File: config.mk
export PLATFORM = sky130hd
export DESIGN_NAME = fp_mult_arb
export DESIGN_NICKNAME = d
export VERILOG_FILES = /design/src/rtl/fp_mult_arb_pkg.sv /design/src/rtl/fp_rr_arb.sv /design/src/rtl/fp_mult_arb.sv
export SDC_FILE = /design/constraint.sdc
export NUM_CORES = 1
export LEC_CHECK = 0
export ABC_AREA = 1
export ABC_CLOCK_PERIOD_IN_PS = 14240
export CAP_MARGIN = 20
export CORE_ASPECT_RATIO = 1.5
export CORE_MARGIN = 3
export CORE_UTILIZATION = 40
export DETAILED_ROUTE_END_ITERATION = 10
export PLACE_DENSITY_LB_ADDON = 0.2
export SKIP_LAST_GASP = 1
export SLEW_MARGIN = 20
export SYNTH_ARGS = -nofsm -noshare
export SYNTH_HDL_FRONTEND = slang
export SYNTH_SLANG_ARGS = --single-unit
File: constraint.sdc
create_clock -name clk -period 14.24 [get_ports clk]
set_input_delay 2.848 -clock clk [delete_from_list [all_inputs] [get_ports clk]]
set_output_delay 2.848 -clock clk [all_outputs]
set_load 0.1 [all_outputs]
File: src/rtl/fp_mult_arb_pkg.sv
// Shared sizing helpers and the round-robin search used by fp_mult_arb.
package fp_mult_arb_pkg;

    localparam int MAX_REQ = 8;

    typedef struct packed {
        logic       found;
        logic [2:0] idx;
    } rr_pick_t;

    function automatic int word_width(input int sig_w, input int exp_w);
        return sig_w + exp_w + 1;
    endfunction

    function automatic int id_width(input int n);
        return (n > 1) ? $clog2(n) : 1;
    endfunction

    // First set bit of vld at or after ptr, wrapping within the first n positions.
    function automatic rr_pick_t rr_search(input logic [MAX_REQ-1:0] vld, input int ptr, input int n);
        rr_pick_t pick;
        int       idx;
        pick = '0;
        for (int k = 0; k < MAX_REQ; k++) begin
            idx = ptr + k;
            if (idx >= n) idx = idx - n;
            if (k < n) begin
                if (!pick.found && vld[idx[2:0]]) begin
                    pick.found = 1'b1;
                    pick.idx   = idx[2:0];
                end
            end
        end
        return pick;
    endfunction

endpackage

File: src/rtl/fp_rr_arb.sv
// Round-robin arbiter: combinational one-hot grant, pointer moves past each winner.
// Grants nothing while enable is low; the pointer then holds.
module fp_rr_arb
    import fp_mult_arb_pkg::*;
#(
    parameter int NUM_REQ = 4,
    parameter int IDW     = id_width(NUM_REQ)
) (
    input  logic               clk,
    input  logic               reset,
    input  logic [NUM_REQ-1:0] valid,
    input  logic               enable,
    output logic [NUM_REQ-1:0] grant,
    output logic [IDW-1:0]     index
);

    logic [IDW-1:0]     ptr;
    logic [MAX_REQ-1:0] vld_ext;
    rr_pick_t           pick;
    logic               unused_pick_bits;

    always_comb begin
        vld_ext = '0;
        vld_ext[NUM_REQ-1:0] = valid;
        pick  = rr_search(vld_ext, int'(ptr), NUM_REQ);
        index = pick.idx[IDW-1:0];
        grant = '0;
        if (enable && pick.found) grant[index] = 1'b1;
    end

    assign unused_pick_bits = ^pick.idx;

    always_ff @(posedge clk or posedge reset) begin
        if (reset) begin
            ptr <= '0;
        end else if (enable && pick.found) begin
            ptr <= (int'(index) == NUM_REQ - 1) ? '0 : index + 1'b1;
        end
    end

endmodule

File: src/rtl/fp_mult_arb.sv
// Round-robin front end for a shared combinational FP multiplier; 2 edges accept->res_valid.
// Grants stall only when both stages are full and res_ready is low; FP_MULT_ARB_PERF_EN adds perf_cnt.
module fp_mult_arb
    import fp_mult_arb_pkg::*;
#(
    parameter int NUM_REQ   = 4,
    parameter int SIG_WIDTH = 10,
    parameter int EXP_WIDTH = 8,
    localparam int W        = word_width(SIG_WIDTH, EXP_WIDTH),
    localparam int IDW      = id_width(NUM_REQ)
) (
    input  logic                 clk,
    input  logic                 reset,
    input  logic [NUM_REQ-1:0]   req_valid,
    output logic [NUM_REQ-1:0]   req_ready,
    input  logic [NUM_REQ*W-1:0] req_a,
    input  logic [NUM_REQ*W-1:0] req_b,
    input  logic [2:0]           rnd,
    output logic [W-1:0]         mul_a,
    output logic [W-1:0]         mul_b,
    output logic [2:0]           mul_rnd,
    input  logic [W-1:0]         mul_z,
    input  logic [7:0]           mul_status,
    output logic                 res_valid,
    input  logic                 res_ready,
    output logic [W-1:0]         res_z,
    output logic [7:0]           res_status,
    output logic [IDW-1:0]       res_id,
    output logic [31:0]          perf_cnt
);

    typedef struct packed {
        logic [W-1:0]   a;
        logic [W-1:0]   b;
        logic [2:0]     rnd;
        logic [IDW-1:0] id;
    } issue_t;

    issue_t             iss;
    logic               iss_vld;
    logic               res_free;
    logic               iss_free;
    logic               arb_en;
    logic               accept;
    logic [NUM_REQ-1:0] grant;
    logic [IDW-1:0]     gnt_idx;
    logic [W-1:0]       sel_a;
    logic [W-1:0]       sel_b;

    assign res_free = !res_valid || res_ready;
    assign iss_free = !iss_vld || res_free;
    assign arb_en   = iss_free && !reset;

    fp_rr_arb #(.NUM_REQ(NUM_REQ), .IDW(IDW)) u_arb (
        .clk    (clk),
        .reset  (reset),
        .valid  (req_valid),
        .enable (arb_en),
        .grant  (grant),
        .index  (gnt_idx)
    );

    assign req_ready = grant;
    assign accept    = |grant;

    always_comb begin
        sel_a = '0;
        sel_b = '0;
        for (int i = 0; i < NUM_REQ; i++) begin
            if (grant[i]) begin
                sel_a = req_a[i*W +: W];
                sel_b = req_b[i*W +: W];
            end
        end
    end

    always_ff @(posedge clk or posedge reset) begin
        if (reset) begin
            iss_vld <= 1'b0;
            iss     <= '0;
        end else if (iss_free) begin
            iss_vld <= accept;
            if (accept) iss <= '{a: sel_a, b: sel_b, rnd: rnd, id: gnt_idx};
        end
    end

    assign mul_a   = iss.a;
    assign mul_b   = iss.b;
    assign mul_rnd = iss.rnd;

    // The multiplier is combinational, so its output belongs to the entry in the issue stage.
    always_ff @(posedge clk or posedge reset) begin
        if (reset) begin
            res_valid  <= 1'b0;
            res_z      <= '0;
            res_status <= '0;
            res_id     <= '0;
        end else if (res_free) begin
            res_valid <= iss_vld;
            if (iss_vld) begin
                res_z      <= mul_z;
                res_status <= mul_status;
                res_id     <= iss.id;
            end
        end
    end

`ifdef FP_MULT_ARB_PERF_EN
    always_ff @(posedge clk or posedge reset) begin
        if (reset) begin
            perf_cnt <= '0;
        end else if (accept) begin
            perf_cnt <= perf_cnt + 32'd1;
        end
    end
`else
    assign perf_cnt = '0;
`endif

endmodule
==> results of run 1 <==
## layer usage
layer,part of all wire [%],up-vias,track usage (%)
li1,-,3136,-
met4,2.4,0,7.74
met2,51,264,39.8
met5,0,-,0
met1,38,2927,26.5
met3,8.5,34,4.86
## registers in the layout, summed over array words and instances, names as in the netlist
name        cells
res_valid       1
res_z          19
iss             2
res_status      8
iss_vld         1
u_arb.ptr       2
mul_rnd         3
res_id          2
mul_a          19
mul_b          19
## synth_stat cells
library cell	n
inv_4	1
dfrtp_1	76
nand2_1	160
inv_2	5
nand2_2	3
o21ai_1	7
buf_1	6
nand3b_1	1
nand2_4	1
buf_6	12
clkbuf_1	39
ha_1	4
o211ai_1	1
nand4_1	153
conb_1	1
mux2_2	28
buf_4	75
nor2_1	80
nand3_1	79
nor2_4	1
o21ai_0	4
o211ai_2	2
inv_1	129
a21oi_1	1
nand3_2	1
buf_2	17
## final timing paths
| path | slack (ps) | endpoint | cells after the start |
|---|---|---|---|
| worst min-delay path | 480 | mul_rnd[1]$_DFFE_PP0P_ | 2 |
| worst min register to register | 480 | mul_rnd[1]$_DFFE_PP0P_ | 2 |
| worst max register to register | 10230 | mul_a[17]$_DFFE_PP0P_ | 17 |
| min in group asynchronous | 2700 | mul_b[1]$_DFFE_PP0P_ | 2 |
| worst max-delay path | 5440 | req_ready[2] | 12 |
| max in group asynchronous | 10410 | mul_b[15]$_DFFE_PP0P_ | 3 |
## cell type report
type | count | area (um^2)
Fill cell | 1392 | 6220
Multi-Input combinational cell | 558 | 2920
Timing Repair Buffer | 272 | 2700
Sequential cell | 76 | 1900
Inverter | 135 | 513
Tap cell | 196 | 245
Clock buffer | 9 | 225
Clock inverter | 7 | 73.8
## per-stage QoR
step                      util (%)  instance area (um^2)  hold WS [ps]
after floorplan                  -                  6250           443
after global placement        55.9                  8280           461
after detailed placement      55.9                  8280           465
after CTS                     58.0                  8580           483
after global routing          58.0                  8580           491
final                         58.0                  8580           479
## critical path, stage by stage
cell             delay [ps]
clkdlybuf4s50_1         450
nand2_1                  90
o21ai_0                  80
o21ai_1                 350
nand3b_1                160
o211ai_1                110
nand2_1                 190
inv_1                   140
ha_2                    180
inv_1                    40
nor2_1                  120
clkdlybuf4s50_1        1180
## logic make-up (layout without fill, tap and decap cells)
group	Yosys count	in the layout	share of synthesized area, %
simple gates	479	479	37.7
buf+inv	284	423	23.8
flops	76	76	31.0
mux	28	28	5.14
compound gates	15	15	1.51
fa+ha+maj	4	4	0.816
other cells	1	32	0.0611
==> results.md, run 1 <==
CTS:
- The number of clock sinks seen by CTS is 76.
- The count of instances resized after the clock tree is built is 0.
- At the later pin of the worst-skew pair, clock insertion delay measures 340 ps.
- The number of buffers added to fix hold violations after cts is 0.
- The clock tree buffer depth is 2.
- The TritonCTS buffer count is 9.
- TritonCTS built the clock tree.
- The clock root buffer is clkbuf_16.
- After clock tree synthesis, the clock-pin slew on the worst setup and hold paths is 70 ps.
- The number of buffers added for setup after CTS is 0.
- The number of levels the H-tree was split into is 3.

Timing:
- The clock period could shrink to 8800 ps.
- Setup violations remaining at the end of the flow were counted as 0.
- The fraction of the cycle the final worst path needs is 61.8%.
- The final clock skew is 9.98 ps.
- The pin slew with the least headroom to its limit is 1040 ps.
- The number of pins with negative max-slew slack in the final report is 0.
- Measured against its own limit, the worst slew margin works out to 30.6%.
- The hold violation count in the final report came to 0.
- Setup repair after global routing left no endpoint under its margin.
- Summed over all failing endpoints, the final setup total negative slack is 0 ps.
- The peak clock frequency supported by timing is 114 MHz.
- The worst path setup slack after routing is 5440 ps.

Yosys:
- The cell taking the most area after synthesis is dfrtp_1.
- The share of synthesized area occupied by flip-flops and latches is 31.0%.
- The Yosys warning count is 0.
- The distinct cell type count after synthesis is 26.
- Counting flops and latches in the post-synthesis netlist gives 76.
- The cell count after synthesis is 887.
- Sorting the synthesized cells by area gives the leading types as dfrtp_1 (31%), nand4_1 (16%), nand2_1 (9.8%).
- Each instance of the synthesized netlist takes up on average 6.92 um^2.
- The share of the synthesized area in the top cell type is 31.0%.
- In this run the cell area of the synthesized design comes to 6140 um^2.

Finish:
- In the layout the commonest cells are clkdlybuf4s50_1 (263), nand2_1 (160), nand4_1 (153), inv_1 (128), nor2_1 (80).
- The number of antenna repair diodes is 0.
- In the final layout, the share of cells above drive strength 1 is 6.81%.
- For this run, the number of standard cells in the final layout without fillers is 1,253.
- The final layout net count is 1,245.
- The area added between synthesis and finish is 39.7%.
- The library cell used most frequently in the layout, excluding fill and tap cells, is clkdlybuf4s50_1.

Route:
- The DRC violation count after routing is 0.
- The total via count in the routed design is 6,361.
- The number of routed nets with antenna violations is 0.
- The wire length per cell is 15.7 um.
- The first detailed-routing pass ran for 4 iterations.
- The number of vias per cell is 5.08.
- Wires add up to 19,700 um.
- The first routing iteration left 282 violations.

GRT:
- The first global-routing pass estimated 30,200 um of wire.
- The via count of the first global-routing pass was 5,901.
- The maximum number of pins on one net before global-route repair is 104.
- The initial antenna violation count is 0.
- For this run the aggregate overflow at the end of global routing stands at 0.
- Global routing consumed, over all layers together, 22.4% of the routing resources.

Status:
- The run finished with clean final reports.

Run:
- Across the run, the number of max-cap violations was 0.

Min path:
- The worst hold path belongs to the class flop to flop.
- The worst hold path begins at mul_rnd[1]$_DFFE_PP0P_.

Floorplan:
- The horizontal die dimension is 107 um.
- The die covers 16,900 um^2.
- The area of the core region is 14,800 um^2.
- Pin placement for this block handled 296 I/O pins.
- The initialized floorplan defines 54 standard-cell rows.
- The initial standard-cell utilization of the core is 41.5%.
- The die span in y is 158 um.

Place:
- The HPWL after detailed placement is 13,800 um.
- The final weighted congestion in routability-driven placement is 0.864.
- The placement-stage worst setup slack is 5440 ps.
- The number of placed cells counting well taps is 1,237.
- The number of input and output port buffers inserted is 263.

Setup path:
- The type of the worst setup path is input port to primary output.
- The capturing element type of the critical path is a primary output.
- Data arrives at the worst endpoint at 5950 ps.
- The beginning of the critical path is req_valid[1].
- The critical path required time is 11,390 ps.
- The largest fanout on the critical path is 4.
- The worst reg2reg path startpoint is u_arb.ptr[0]$_DFFE_PP0P_.
- STA classifies the critical path startpoint as an input port.
Power of run 1 is not shown: default switching activity piles up to over one toggle a cycle in this logic, so the estimate is an artifact.
==> run 2: changes to the inputs <==
- ABC_CLOCK_PERIOD_IN_PS: 14240 -> 9100
- clock period: 14.24 -> 9.1 ns (I/O delays scaled with it)
==> run 2 against run 1 <==
Effect of this change:
- global-route usage increased by 0.57 points
- flip-flop and latch count unchanged
- clock skew decreased by 1.2 ps
- final cell count about the same
- worst setup slack got worse by 3000 ps
- worst hold slack improved by 1.5 ps
- die area unchanged
- non-clock buffer count unchanged
- cell area about the same
- sequential share of layout area about the same
- critical endpoint unchanged
- highest routed layer unchanged
==> results.md, run 2 (synthesis gave the netlist of run 1 again) <==
Timing:
- The number of failing setup endpoints in the final timing report was 0 (unchanged).
- The peak clock frequency supported by timing is 149 MHz.
- The post-route setup TNS is 0 ps (unchanged).
- The hold violation count in the final report is 0 (unchanged).
- Setup repair after global routing left no endpoint under its margin.
- The worst path in the final design needs a cycle of 6700 ps, including I/O delays and setup.
- The final clock skew is 8.74 ps (-1.24 ps).
- The pin slew with the least headroom to its limit is 1070 ps (+33.1 ps).
- The worst slew margin relative to its limit is 28.4% (-2.2 points).
- The fraction of the cycle the final worst path needs is 73.7%.
- The number of pins with negative max-slew slack in the final report is 0 (unchanged).

Route:
- The number of vias per cell is 5.08 (about the same).
- The final wirelength was 20,000 um (+1.4%).
- The DRC violation count after routing is 0 (unchanged).
- The number of routed nets with antenna violations came to 0 (unchanged).
- The first-pass detailed-route iteration total is 5 (+1).
- The wire length per cell is 15.9 um (+1.3%).
- The total via count in the routed design came to 6,369 (+0.13%).
- The highest metal layer carrying signal wires in the routed design is met4.
- The routed metal-1 wire length is 7600 um (+1.7%).
- The met3 layer wire length in the routed design is 1640 um (-2.0%).
- The starting DRC count in detailed routing is 337 (+20%).
- The detailed-routed wire length on met2 is 10,300 um (+2.3%).

Setup path:
- The kind of start point of the critical path is an input port.
- The maximum cell stage delay along the critical path is 1170 ps (about the same).
- The arrival time of data at the critical path endpoint is 4880 ps (-1070 ps).
- The capture instance of the worst register-to-register path is mul_a[15]$_DFFE_PP0P_.
- Walking the worst path, the cells encountered are clkdlybuf4s50_1 > nand2_1 > o21ai_0 > o21ai_1 > nand3b_1 > o211ai_1 > nand2_1 > inv_1 > ha_2 > inv_1 > nor2_1 > clkdlybuf4s50_1.
- The capturing element type of the critical path is a primary output.
- The path depth of the worst reg2reg path is 17 (unchanged).
- The cell family with the largest share of critical-path delay is buffers and inverters.
- The type of the worst setup path is input port to primary output.
- The largest fanout on the critical path is 4 (unchanged).
- On the critical path, the stage with the largest delay is an instance of clkdlybuf4s50_1.
- The reg2reg setup slack was 5060 ps (-5170 ps).
- The number of buffers and inverters on the critical path was 4 (unchanged).
- The critical path required time is 7280 ps (-4110 ps).
- The startpoint identified for the worst register-to-register timing path is u_arb.ptr[0]$_DFFE_PP0P_.

CTS:
- The clock-pin slew reported for the worst setup and hold paths after clock tree synthesis is 60 ps (about the same).
- TritonCTS built the clock tree.
- The clock tree buffer depth was 2 (unchanged).
- The TritonCTS buffer count was 9 (unchanged).
- The clock network latency to the later pin of the worst-skew pair is 350 ps (about the same).
- In this run the clock root is driven by a clkbuf_16.
- The number of buffers added to fix hold violations after cts came to 0 (unchanged).
- The count of instances resized after the clock tree is built is 0 (unchanged).
- The number of levels the H-tree was split into is 3 (unchanged).
- The number of clock sinks seen by CTS is 76 (unchanged).
- The number of buffers added for setup after CTS came to 0 (unchanged).

Finish:
- The most common cell after layout, fill and taps aside is clkdlybuf4s50_1.
- The final cell count without fillers was 1,254 (+0.080%).
- The fill cell total of the finished layout is 1,421 (+2.1%).
- The share of post-route cells with drive strength above 1 is 6.81% (unchanged).
- The top cell types in the final layout, fill and taps aside, are clkdlybuf4s50_1 (263), nand2_1 (160), nand4_1 (153), inv_1 (128), nor2_1 (80).
- The area added between synthesis and finish is 39.8% (about the same).
- The final layout net count is 1,245 (unchanged).
- The multi-input combinational cell area was 2920 um^2 (unchanged).
- The sequential cell area came to 1900 um^2 (unchanged).

GRT:
- The global-route usage over all layers was 23.0% (+0.57 points).
- The first-pass GRT wire length is 31,100 um (+2.9%).
- The via count of the first global-routing pass came to 6,010 (+1.8%).
- The total grt overflow is 0 (unchanged).
- The initial antenna violation count came to 0 (unchanged).
- The maximum number of pins on one net before global-route repair is 112 (+7.7%).

Floorplan:
- The die span in y came to 158 um (unchanged).
- The standard-cell row count was 54 (unchanged).
- The horizontal die dimension is 107 um (unchanged).
- The area of the core region was 14,800 um^2 (unchanged).
- The initial standard-cell utilization of the core is 41.5% (unchanged).
- The area of the die is 16,900 um^2 (unchanged).
- The I/O pin count is 296 (unchanged).

Place:
- The HPWL after detailed placement came to 13,800 um (+0.53%).
- The final weighted congestion in routability-driven placement is 0.877 (+1.5%).
- The number of placed cells counting well taps was 1,237 (unchanged).
- The number of input and output port buffers inserted is 263 (unchanged).

Run:
- The max-capacitance violation count is 0 (unchanged).

Min path:
- The count of cells along the worst hold path was 2 (unchanged).
- The class of the tightest hold or removal check is flop to flop.
- The path with the worst hold slack has its endpoint at mul_b[16]$_DFFE_PP0P_.
- The worst hold path begins at mul_b[16]$_DFFE_PP0P_.

Status:
- The flow ran to the end, and the final reports show no timing, DRC or antenna violations.
==> run 2: final cells by class <==
class,instances,share of cell area [%]
multi-input combinational,558,34.0
tap,196,2.86
sequential,76,22.2
inverter,135,5.98
timing repair buffer,272,31.5
clock inverter,7,0.861
clock buffer,9,2.63
antenna,1,0.0292
==> run 2: layer usage <==
metal	vias to the layer above	GRT usage [%]
met4	0	7.92
li1	3134	-
met5	-	0
met1	2951	27.3
met2	257	41.0
met3	27	4.53
==> run 2: worst max path at each step <==
| stage | cells after the start | from | slack, ps | to |
|---|---|---|---|---|
| after floorplan | 7 | reset | 1500 | req_ready[0] |
| after global routing | 12 | req_valid[1] | 2250 | req_ready[3] |
| after global placement | 12 | req_valid[1] | 2460 | req_ready[2] |
| after detailed placement | 12 | req_valid[1] | 2420 | req_ready[2] |
| final | 12 | req_valid[1] | 2400 | req_ready[2] |
| after CTS | 12 | req_valid[1] | 2420 | req_ready[2] |
==> run 2: worst reg2reg max path, delay by kind of cell (launching register included) <==
family	cells	cell delay [ps]
adders and majority gates	1	190
AOI/OAI and AO/OA	1	220
buffers and inverters	4	1310
and+or+nand+nor	11	1610
DFF	1	610
==> run 2: metrics by stage <==
step,setup slack (ps),cell area (um^2),hold slack (ps),utilization [%]
2_1_floorplan,1500,6250,443,-
3_5_place_dp,2420,8280,465,55.9
4_1_cts,2420,8580,483,58.0
5_1_grt,2250,8580,506,58.0
6_report,2400,8580,481,58.0
3_3_place_gp,2460,8280,458,55.9
Power of run 2 is left out for the same reason.
